--- src/rtl/serv_seq_if.sv ---
// rtl/serv_seq_if.sv - Handshake and strobe bundle between serv_seq and the SERV datapath/buses
interface serv_seq_if;
    logic ibus_cyc;
    logic ibus_ack;
    logic rf_rreq;
    logic rf_ready;
    logic jump;
    logic bad_pc;
    logic pc_en;
    logic cnt0;
    logic cnt1;
    logic cnt2;
    logic cnt12to31;
    logic cnt_done;
    logic trap;

    modport master (
        output ibus_cyc, rf_rreq, pc_en, cnt0, cnt1, cnt2, cnt12to31, cnt_done, trap,
        input  ibus_ack, rf_ready, jump, bad_pc
    );

    modport slave (
        input  ibus_cyc, rf_rreq, pc_en, cnt0, cnt1, cnt2, cnt12to31, cnt_done, trap,
        output ibus_ack, rf_ready, jump, bad_pc
    );
endinterface

--- src/rtl/serv_seq.sv ---
// rtl/serv_seq.sv - SERV fetch/decode/execute sequencer; SERV_SEQ_MISALIGN_TRAP_EN adds the trap pass
module serv_seq #(
    parameter bit COMPRESSED = 1'b0
) (
    input  logic          clk,
    input  logic          i_rst,
    serv_seq_if.master    bus
);
    typedef enum logic [2:0] {IDLE, FETCH, DECODE, RUN, TRAP} state_t;

    state_t     state;
    logic [4:0] cnt;
    logic       mis;
    logic       active;

    always_ff @(posedge clk) begin
        if (i_rst) begin
            state <= IDLE;
            cnt   <= 5'd0;
        end else begin
            case (state)
                IDLE:   state <= FETCH;
                FETCH:  if (bus.ibus_ack) state <= DECODE;
                DECODE: if (bus.rf_ready) begin
                    state <= RUN;
                    cnt   <= 5'd0;
                end
                RUN: begin
                    cnt <= cnt + 5'd1;
                    if (cnt == 5'd31) state <= mis ? TRAP : FETCH;
                end
`ifdef SERV_SEQ_MISALIGN_TRAP_EN
                TRAP: begin
                    cnt <= cnt + 5'd1;
                    if (cnt == 5'd31) state <= FETCH;
                end
`endif
                default: state <= IDLE;
            endcase
        end
    end

`ifdef SERV_SEQ_MISALIGN_TRAP_EN
    // Only bit 1 of the target matters: bit 0 is always cleared by the PC datapath.
    always_ff @(posedge clk) begin
        if (i_rst || state == FETCH)
            mis <= 1'b0;
        else if (state == RUN && cnt == 5'd1 && bus.jump && bus.bad_pc && !COMPRESSED)
            mis <= 1'b1;
    end
    assign bus.trap = (state == TRAP);
`else
    logic unused_cfg;
    assign mis        = 1'b0;
    assign bus.trap   = 1'b0;
    assign unused_cfg = ^{bus.jump, bus.bad_pc, COMPRESSED};
`endif

    assign active        = (state == RUN) || (state == TRAP);
    assign bus.ibus_cyc  = (state == FETCH);
    assign bus.rf_rreq   = (state == DECODE);
    assign bus.pc_en     = active;
    assign bus.cnt0      = active && (cnt == 5'd0);
    assign bus.cnt1      = active && (cnt == 5'd1);
    assign bus.cnt2      = active && (cnt == 5'd2);
    assign bus.cnt12to31 = active && (cnt >= 5'd12);
    assign bus.cnt_done  = active && (cnt == 5'd31);
endmodule
--- src/flat_wrapper.sv ---
// flat-port wrapper written by rule: the top's interface ports become plain ports
module serv_seq_flat 
#(
    parameter bit COMPRESSED = 1'b0
)
  (clk, i_rst, bus_ibus_cyc, bus_rf_rreq, bus_pc_en, bus_cnt0, bus_cnt1, bus_cnt2, bus_cnt12to31, bus_cnt_done, bus_trap, bus_ibus_ack, bus_rf_ready, bus_jump, bus_bad_pc);
  serv_seq_if bus_i ();
  input  logic clk;
  input  logic i_rst;
  output wire logic [$bits(bus_i.ibus_cyc)-1:0] bus_ibus_cyc;
  output wire logic [$bits(bus_i.rf_rreq)-1:0] bus_rf_rreq;
  output wire logic [$bits(bus_i.pc_en)-1:0] bus_pc_en;
  output wire logic [$bits(bus_i.cnt0)-1:0] bus_cnt0;
  output wire logic [$bits(bus_i.cnt1)-1:0] bus_cnt1;
  output wire logic [$bits(bus_i.cnt2)-1:0] bus_cnt2;
  output wire logic [$bits(bus_i.cnt12to31)-1:0] bus_cnt12to31;
  output wire logic [$bits(bus_i.cnt_done)-1:0] bus_cnt_done;
  output wire logic [$bits(bus_i.trap)-1:0] bus_trap;
  input wire logic [$bits(bus_i.ibus_ack)-1:0] bus_ibus_ack;
  input wire logic [$bits(bus_i.rf_ready)-1:0] bus_rf_ready;
  input wire logic [$bits(bus_i.jump)-1:0] bus_jump;
  input wire logic [$bits(bus_i.bad_pc)-1:0] bus_bad_pc;
  assign bus_ibus_cyc = bus_i.ibus_cyc;
  assign bus_rf_rreq = bus_i.rf_rreq;
  assign bus_pc_en = bus_i.pc_en;
  assign bus_cnt0 = bus_i.cnt0;
  assign bus_cnt1 = bus_i.cnt1;
  assign bus_cnt2 = bus_i.cnt2;
  assign bus_cnt12to31 = bus_i.cnt12to31;
  assign bus_cnt_done = bus_i.cnt_done;
  assign bus_trap = bus_i.trap;
  assign bus_i.ibus_ack = bus_ibus_ack;
  assign bus_i.rf_ready = bus_rf_ready;
  assign bus_i.jump = bus_jump;
  assign bus_i.bad_pc = bus_bad_pc;
  serv_seq #(.COMPRESSED(COMPRESSED)) u_core (.clk(clk), .i_rst(i_rst), .bus(bus_i));
endmodule
--- config.mk ---
export PLATFORM = sky130hd
export DESIGN_NAME = serv_seq_flat
export DESIGN_NICKNAME = d
export VERILOG_FILES = /design/src/rtl/serv_seq_if.sv /design/src/rtl/serv_seq.sv /design/src/flat_wrapper.sv
export SDC_FILE = /design/constraint.sdc
export NUM_CORES = 1
export LEC_CHECK = 0
export BUFFER_PORTS_ARGS = -buffer_cell sky130_fd_sc_hd__buf_2
export CAP_MARGIN = 20
export CORE_ASPECT_RATIO = 0.8
export CORE_MARGIN = 2
export CORE_UTILIZATION = 30
export DETAILED_ROUTE_END_ITERATION = 8
export PLACE_DENSITY = 0.5
export SLEW_MARGIN = 20
export SYNTH_ARGS = -nofsm -noshare
export SYNTH_HDL_FRONTEND = slang
export SYNTH_SLANG_ARGS = --single-unit
--- constraint.sdc ---
create_clock -name clk -period 1.7 [get_ports clk]
set_input_delay 0 -clock clk [delete_from_list [all_inputs] [get_ports clk]]
set_output_delay 0 -clock clk [all_outputs]
set_load 0.005 [all_outputs]
# Word-level counts from Yosys, hierarchy flattened
# Cells that the tools add are included.
op_classes:
  n_addsub: 1
  multipliers: 0
  div: 0
  n_lt_le_gt_ge: 1
  n_eq_ne: 10
  n_shift: 0
  n_mux: 6
  bitwise: 0
  n_reduce_logical: 11
op_table:
  columns: ["operator", "n"]
  rows:
  - ["case mux 3 bit (4 select lines)", 1]
  - ["case mux 5 bit (2 select lines)", 1]
  - ["two-way mux 3 bit", 3]
  - ["equality test 3 x 2 -> 1 bit (second input constant)", 2]
  - ["adder 5 x 1 -> 5 bit (second input constant)", 1]
  - ["equality test 5 x 1 -> 1 bit (second input constant)", 1]
  - ["equality test 5 x 2 -> 1 bit (second input constant)", 1]
  - ["equality test 5 bit (second input constant)", 1]
  - [">= comparator 5 x 4 -> 1 bit (second input constant)", 1]
  - ["logical AND 1 bit", 5]
  - ["zero test 5 bit", 1]
  - ["two-way mux 5 bit", 1]
  - ["!= test 2 x 1 -> 1 bit (second input constant)", 2]
  - ["equality test 3 x 1 -> 1 bit (second input constant)", 1]
  - ["equality test 3 bit (second input constant)", 1]
  - ["zero test 3 bit", 1]
  - ["AND reduction 3 bit", 1]
  - ["!= test 2 bit (second input constant)", 1]
  - ["AND reduction 2 bit", 1]
  - ["nonzero test 2 bit", 1]
  - ["logical OR 1 bit", 1]
totals:
  register_bits: 8
  latch_bits: 0
  mem_bits_rw: 0
  rom_bits: 0
  input_bits: 6
  out_inout_bits: 9
  wordCells: 31
  n_memories: 0

# Logic depth before layout (Yosys ltp)
# Gate-level depths: netlist (run 1).
logic_depth:
  depth_word: 3
  ltp_mapped: 6

# Worst setup path before layout (run 1)
# No wires, ideal clock.
synth_timing:
  path_kind: "reg2reg"
  startpoint: "reg u_core.cnt[0]"
  endpoint: "reg u_core.state[0]"
  arrival_time_ns: 1.338
  required_ns: 1.630
  setup_slack_ns: 0.292
  stages_incl_launch_ff: 7
  path_cell_list: "dfxtp_1 > ha_1 > and3_1 > ha_1 > nand2b_1 > a31o_1 > a21oi_1"
synth_between:
  elab_chain_len: 3
synth_lines:
  columns: ["element", "line", "text"]
  rows:
  - ["start: declaration", "serv_seq.sv:12", "logic [4:0] cnt;"]
  - ["start signal: assignment", "serv_seq.sv:29", "cnt <= cnt + 5'd1;"]
  - ["equality test 5 bit", "serv_seq.sv:30", "if (cnt == 5'd31) state <= mis ? TRAP : FETCH;"]
  - ["!= test 2 bit (no source line)", null, null]
  - ["AND reduction 3 bit (no source line)", null, null]
  - ["end signal: assignment", "serv_seq.sv:30", null]
  - ["end: declaration", "serv_seq.sv:11", "state_t state;"]
# No other way between the ends.
# A chain may end at the register's enable or synchronous reset.

# Worst setup path after layout (run 1)
layout_timing:
  startpoint: "reg u_core.state[1]"
  endpoint: "out bus_cnt0"
layout_between:
  elab_chain_len: 3
  elab_cells_between_ends: 4
layout_lines:
  columns: ["element", "line", "text"]
  rows:
  - ["equality test 3 x 2 -> 1 bit or equality test 3 bit (tied branches)", "serv_seq.sv:59", "assign active = (state == RUN) || (state == TRAP);"]
  - ["logical OR 1 bit (*)", "serv_seq.sv:59", null]
  - ["logical AND 1 bit (*)", "serv_seq.sv:63", "assign bus.cnt0 = active && (cnt == 5'd0);"]
  - ["end: declaration", "flat_wrapper.sv:13", "output wire logic [$bits(bus_i.cnt0)-1:0] bus_cnt0;"]
# Mark *: on every way between the ends. The rest lies on a longest branch, timed or not.

==> results of run 1 <==
## final cells by class
cell class / instances / share of cell area, %
well taps: 22 / 4.22
multi-input cells: 47 / 56.0
inverters: 4 / 2.30
clock buffers: 4 / 4.03
repair buffers: 14 / 11.9
flip-flops and latches: 7 / 21.5
## sequential cells by signal (all words and copies together), names as in the netlist
| signal | cells |
|---|---|
| u_core.cnt | 5 |
| u_core.state | 2 |
## cells by family (layout without fill, tap and decap cells)
family	count (synthesis)	after routing	synth area share, %
buffers and inverters	6	22	5.63
DFF	7	7	26.3
adders and majority gates	8	8	18.8
other	1	1	0.704
and+or+nand+nor	26	26	32.4
AOI/OAI and AO/OA	11	11	13.6
muxes	1	1	2.58
## power by group through the flow
stage	Clock [mW]	Combinational (mW)	Sequential (mW)
final	0.163	0.278	0.213
after global routing	0.172	0.324	0.217
after CTS	0.165	0.282	0.212
after detailed placement	0	0.280	0.215
after global placement	0	0.284	0.215
after floorplan	0	0.200	0.213
## worst reg2reg max path: cells and delay by family (launching register included)
family                   cells  cell delay [ns]
AO/OA/AOI/OAI                2             0.34
adder cells (fa/ha/maj)      2             0.42
flip-flops                   1             0.31
AND/OR/NAND/NOR              2             0.36
## Yosys cell counts
master / n / area, um2
sky130_fd_sc_hd__a32oi_1: 2 / 17.5
sky130_fd_sc_hd__a311oi_1: 1 / 8.76
sky130_fd_sc_hd__nand4b_1: 1 / 8.76
sky130_fd_sc_hd__nor2b_1: 4 / 25.0
sky130_fd_sc_hd__buf_4: 2 / 15.0
sky130_fd_sc_hd__nand3_1: 1 / 5.00
sky130_fd_sc_hd__nand2b_1: 3 / 18.8
sky130_fd_sc_hd__ha_1: 8 / 100
sky130_fd_sc_hd__nor2_1: 3 / 11.3
sky130_fd_sc_hd__nand2_1: 2 / 7.51
sky130_fd_sc_hd__conb_1: 1 / 3.75
sky130_fd_sc_hd__a31oi_1: 2 / 12.5
sky130_fd_sc_hd__o21ai_1: 1 / 5.00
sky130_fd_sc_hd__a31o_1: 1 / 8.76
sky130_fd_sc_hd__or3_1: 1 / 6.26
sky130_fd_sc_hd__a21oi_1: 4 / 20.0
sky130_fd_sc_hd__and2_1: 4 / 25.0
sky130_fd_sc_hd__dfxtp_1: 7 / 140
sky130_fd_sc_hd__inv_1: 4 / 15.0
sky130_fd_sc_hd__nand2b_2: 1 / 8.76
sky130_fd_sc_hd__nor4b_2: 1 / 15.0
sky130_fd_sc_hd__nor2b_4: 1 / 13.8
sky130_fd_sc_hd__nand3b_1: 2 / 15.0
sky130_fd_sc_hd__and3_1: 2 / 12.5
sky130_fd_sc_hd__mux2i_2: 1 / 13.8
## final timing paths
check | startpoint | end | slack, ns | cells after the start
setup / recovery | u_core.state[1] | bus_cnt0 | 0.18 | 4
hold / removal | i_rst | u_core.cnt[3] | -0.008 | 2
setup reg to reg | u_core.cnt[0] | u_core.state[0] | 0.20 | 6
hold reg to reg | u_core.cnt[3] | u_core.cnt[3] | 0.54 | 2
## metal layers
layer / routed length (um) / GRT usage, % / part of all wire, %
met1: 485 / 14.3 / 49
met2: 435 / 17.4 / 44
met3: 52 / 6.47 / 5.3
met4: 16 / 4.86 / 1.6
met5: 0 / 0 / 0
## timing repair
item                                    4_1_cts  5_1_grt
hold buffers                                  0        0
gates resized for setup                       0        1
endpoints found under the setup margin        0        3
buffers inserted                              0        0
==> impl.org, run 1 <==
** Status
- The run finished, with violations left.
- Failing checks :: hold timing

** Finish
- The sequential cells in the finished layout cover a total of 140 um2.
- Most frequent cells in the layout :: sky130_fd_sc_hd__buf_2 (11), sky130_fd_sc_hd__ha_1 (7), sky130_fd_sc_hd__dfxtp_1 (7)
- Number of filler instances in the final layout :: 174
- Fraction of final layout cells with drive strength greater than 1 :: 28.9%
- Most common library cell in the layout ignoring fill and taps :: sky130_fd_sc_hd__buf_2
- In the final layout, the multi-input gates occupy 365 um2.
- Area Overhead vs Synth :: 22.3%
- At the end of the flow, the number of nets in the layout was 91.
- Final standard cell count with taps included and fillers excluded :: 98
- Final core utilization :: 39.7%
- Antenna cell count :: 0
- After routing the design area is 652 um2.

** Die
- Overall die height :: 41.7 um
- In this run the core area contains 13 standard-cell rows.
- Number of placed I/O pins :: 15
- For this configuration, the core starts out at a cell density of 32.4%.
- The core region is 1640 um2.
- The die covers 2130 um2.
- In this run the horizontal extent of the chip is 51.1 um.

** STA
- Fraction of the cycle the final worst path needs :: 89.3%
- RSZ-0062 raised after global routing :: false
- Fmax :: 659 MHz
- WHS :: -0.00819 ns
- For the final routed database, the setup TNS stands at 0 ns.
- Final WS setup :: 0.182 ns
- Final Hold Fails :: 3
- Max-slew violation total from the final report :: 0
- For the finished layout, the period the worst path requires is 1.52 ns.
- Setup violations, final :: 0
- For the final database, setup skew stands at 0.00756 ns.

** Clock network
- TritonCTS built the clock tree.
- Worst-Skew Late Latency :: 0.27 ns
- Clock Path Buffers :: 2
- After clock tree synthesis, the clock-pin slew on the worst setup and hold paths is 0.06 ns.
- CTS placed an instance of sky130_fd_sc_hd__clkbuf_4 at the clock tree root.
- Total clock buffers created by CTS :: 3
- Count of clock tree sinks :: 7
- Number of H-tree levels :: 1

** Global routing
- The initial antenna violation count is 0.
- Residual overflow from global routing :: 0
- The number of global-route vias before repair came to 437.
- Entering global routing, the biggest net connects 11 pins.
- Global-route wire length before repair :: 1.84 mm
- Global routing used 11.9% of the available tracks.

** Critical path
- CP cell instances :: ha_2 > nor4b_2 > and2_1 > buf_2
- Kind of end point of the critical path :: output port
- Biggest fanout along the worst timing path :: 10
- Critical Setup Path Class :: reg -> out
- Largest delay share family, worst path :: simple AND/OR/NAND/NOR gates
- The worst setup path is launched from a flop.
- For this run, the slowest stage of the critical path takes 0.38 ns.
- Crit path buf inv count :: 1
- Slowest cell on the critical path :: sky130_fd_sc_hd__dfxtp_1
- Worst path arrival time :: 1.52 ns
- Data on the critical path is required at its endpoint by 1.70 ns.

** Placed design
- The number of placed instances, taps included, is 94.
- Timing analysis after detailed placement gives a worst setup slack of 0.195 ns.
- Instance area at placement :: 623 um2
- Final GP Congestion :: 0.770
- Post-DP HPWL :: 777 um
- Port buffering added 11 buffers.

** Synth
- Cell count after synthesis :: 60
- The number of nets handed over by synthesis was 74.
- Sequential cell area fraction in the yosys report :: 26.3%
- Post-synth design cell area :: 533 um2
- The Yosys step of the flow raised 0 warnings.
- Flops & latches, synth :: 7
- A synthesized cell averages 8.88 um2.
- Counting distinct cell types in the post-synthesis netlist gives 25.

** Route
- Vias per cell :: 4.53
- Drc violations :: 0
- After the first detailed-routing iteration, the DRC count stood at 2.
- Final routed wirelength across all metal layers :: 989 um
- The count of nets left with antenna violations once routing finished came out at 0.
- Drt first pass iters :: 3
- Vias after detailed routing :: 444
- Dividing the detail-routed wire length by the instance count gives 10.1 um.

** Power and ir drop
- Net switching power of the design :: 0.235 mW
- Across the VDD grid, the largest voltage drop is 0.000439 V.
- Switching part of the total power :: 36.0%
- Pwr/cell area :: 1000 nW/um2
- Static leakage :: 0.296 nW
- Combinational cells account for 42.6% of the total power.
- Internal power comes to 0.418 mW.
- Post-layout total power :: 0.653 mW
- Clk network pwr share :: 24.9%
- Sequential cells burn 32.6% of the power.

** Flow run
- Number of violations of the max-capacitance limit :: 0

** Min path
- Type of the worst min-delay path :: in -> reg
Note: power is estimated with default switching activity, not from simulation.
==> run 2, diff against run 1 <==
--- a/config.mk
+++ b/config.mk
@@ -10,6 +10,7 @@
 export CORE_ASPECT_RATIO = 0.8
 export CORE_MARGIN = 2
 export CORE_UTILIZATION = 30
+export CTS_BUF_LIST = sky130_fd_sc_hd__clkbuf_16
 export DETAILED_ROUTE_END_ITERATION = 8
 export PLACE_DENSITY = 0.5
 export SLEW_MARGIN = 20
==> impl.org, run 2 (synthesized netlist as in run 1, its figures left out) <==
** Status
- Run status :: completed

** Critical path
- The flop-to-flop setup slack came to 0.20 ns (about the same).
- Kind of end point of the critical path :: flop
- Among the stages of the critical path, the cell type that occurs most often is sky130_fd_sc_hd__ha_1.
- Traced cell by cell, the critical path runs through ha_1 > and3_1 > ha_1 > nand2b_1 > a31o_1 > a21oi_1.
- Biggest fanout along the worst timing path :: 3 (-7)
- The arrival time at the worst endpoint came to 1.65 ns (+0.13 ns).
- Logic depth of the worst register-to-register path :: 6 (unchanged)
- Crit path largest cell delay :: 0.30 ns (-0.08 ns)
- Critical Setup Path Class :: reg -> reg
- WP data required :: 1.86 ns (+0.16 ns)
- Kind of start point of the critical path :: flop
- Launching point of the worst reg2reg path :: u_core.cnt[0]
- Slowest cell on the critical path :: sky130_fd_sc_hd__dfxtp_1
- Endpoint of the worst-slack reg-to-reg timing path :: u_core.state[0]

** Min path
- Hold Crit Depth :: 2 (unchanged)
- Type of the worst min-delay path :: in -> reg
- Hold Path Sink :: u_core.cnt[3]
- Hold Crit Start :: i_rst

** Finish
- Number of filler instances in the final layout :: 167 (-4.0%)
- The final-stage net count was 91 (unchanged).
- Number of flip-flops under the largest register name :: 5 (unchanged)
- Area Overhead vs Synth :: 32.2%
- Most frequent cells in the layout :: sky130_fd_sc_hd__buf_2 (11), sky130_fd_sc_hd__ha_1 (7), sky130_fd_sc_hd__dfxtp_1 (7), sky130_fd_sc_hd__inv_1 (5)
- The register with the most flip-flops in the final layout is u_core.cnt.
- The antenna cell count came to 0 (unchanged).
- Fraction of final layout cells with drive strength greater than 1 :: 28.9% (unchanged)
- Most common library cell in the layout ignoring fill and taps :: sky130_fd_sc_hd__buf_2
- In the final layout, the registers with the most flip-flops are u_core.cnt: 5 flops, u_core.state: 2 flops.

** Clock network
- The number of buffers inserted for hold repair after clock tree synthesis was 0 (unchanged).
- The CTS clock-pin slew for the worst setup and hold paths came to 0.04 ns (-0.02 ns).
- Worst-Skew Late Latency :: 0.23 ns (-0.04 ns)
- Total clock buffers created by CTS :: 3 (unchanged)
- TritonCTS built the clock tree.
- # Post-CTS Setup Buffers :: 0 (unchanged)
- Cells resized by post-CTS repair :: 0 (unchanged)
- The clock net sink count is 7 (unchanged).
- CTS Root Cell :: sky130_fd_sc_hd__clkbuf_16
- The number of H-tree levels came to 1 (unchanged).
- Clock Path Buffers :: 2 (unchanged)

** Route
- Post-route antenna net violation count :: 0 (unchanged)
- The detail-routed net length per standard cell was 10.6 um (+5.1%).
- The initial detailed-routing violation count is 2 (unchanged).
- The DRC violation count after routing came to 0 (unchanged).
- The via density per instance is 4.60 (+1.6%).
- The total via count after detailed routing was 451 (+1.6%).
- The detailed-routing iteration count for the pre-antenna-repair pass came to 3 (unchanged).
- The routed wire length came to 1.04 mm (+5.1%).

** Placed design
- The post-placement worst setup slack came to 0.195 ns (unchanged).
- Final GP Congestion :: 0.770 (unchanged)
- Number of port buffers :: 11 (unchanged)
- The HPWL after detailed placement came to 777 um (unchanged).

** Die
- The placeable core region came to 1640 um2 (unchanged).
- FP Rows :: 13 (unchanged)
- The width of the chip is 51.1 um (unchanged).
- Number of placed I/O pins :: 15 (unchanged)
- The area enclosed by the die boundary is 2130 um2 (unchanged).
- Initial Utilization :: 32.4% (unchanged)
- Overall die height :: 41.7 um (unchanged)

** Power and ir drop
- The leakage power of the design was 0.323 nW (+9.2%).
- Maximum VDD drop :: 0.000616 V (+40%)
- Pwr/cell area :: 1260 nW/um2 (+26%)

** STA
- Fraction of the cycle the final worst path needs :: 88.1% (-1.2 points)
- Final worst path period need :: 1.50 ns (-0.0206 ns)
- Final WS setup :: 0.203 ns (+0.0206 ns)
- The setup skew after layout was 0.00349 ns (-0.00407 ns).
- The final setup violation count came to 0 (unchanged).
- The final total negative setup slack was 0 ns (unchanged).
- RSZ-0062 raised after global routing :: false
- The final-report hold violation count is 0 (-3).
- Fmax :: 668 MHz (+1.4%)
- Max-slew violation total from the final report :: 0 (unchanged)

** Global routing
- Global-route wire length before repair :: 1.94 mm (+5.6%)
- Residual overflow from global routing :: 0 (unchanged)
- Pin count of the biggest net entering global routing :: 11 (unchanged)
- The number of global-route vias before repair came to 450 (+3.0%).
- The initial antenna violation count came to 0 (unchanged).
- The total global-route track usage is 12.8% (+0.92 points).

** Flow run
- The count of maximum capacitance violations was 0 (unchanged).
-- run 2: changes by cell type in the layout (fill, tap and decap cells not counted), sizes merged --
cell and delta:
clkbuf -1, inv +1
-- run 2: worst max-delay path: cells and delay by family (launching register included) --
kind / cells / cell delay [ns]
adders and majority gates: 2 / 0.42
AOI/OAI and AO/OA: 2 / 0.34
DFF: 1 / 0.30
and+or+nand+nor: 2 / 0.36
-- run 2: area by class of cell --
cell class	count	area (um2)	area share (%)
tap	22	27.5	3.91
multi-input combinational	47	365	51.9
clock inverter	1	3.75	0.533
clock buffer	3	75.1	10.7
inverter	4	15.0	2.13
timing repair buffer	14	77.6	11.0
sequential	7	140	19.9
-- run 2: routing by layer --
layer / routed length, um / vias up / part of all wire [%] / global-route usage, %
met1: 475 / 204 / 46 / 14.6
met3: 52 / 0 / 5.0 / 6.47
li1: - / 242 / - / -
met2: 511 / 5 / 49 / 19.5
met5: 0 / - / 0 / 0
met4: 0 / 0 / 0 / 6.49
-- run 2: stage by stage --
step / instance area [um2] / cells / total power, mW / hold slack, ns / utilization (%)
floorplan: 533 / 60 / 0.413 / 0.0691 / -
global placement: 623 / 94 / 0.499 / 0.286 / 37.9
detailed placement: 623 / 94 / 0.496 / 0.281 / 37.9
CTS: 702 / 98 / 0.900 / 0.0360 / 42.7
global route: 704 / 98 / 0.955 / 0.0511 / 42.9
finish: 704 / 98 / 0.886 / 0.0324 / 42.9
-- run 2: worst max-delay path by stage --
stage	from	to	slack, ns	cells past startpoint
final	u_core.cnt[0]	u_core.state[0]	0.20	6
after global routing	u_core.state[1]	bus_cnt1	0.09	4
after CTS	u_core.state[1]	bus_cnt0	0.1	4
after detailed placement	u_core.cnt[0]	u_core.state[0]	0.20	6
after global placement	u_core.cnt[0]	u_core.state[1]	0.18	6
after floorplan	u_core.cnt[0]	u_core.state[0]	0.29	6
-- run 2: where the power goes --
group | switching [mW] | total [mW] | internal, mW | leakage, nW
clock network | 0.0878 | 0.393 | 0.306 | 0.0423
registers | 0.0223 | 0.213 | 0.191 | 0.0570
logic | 0.141 | 0.279 | 0.137 | 0.224
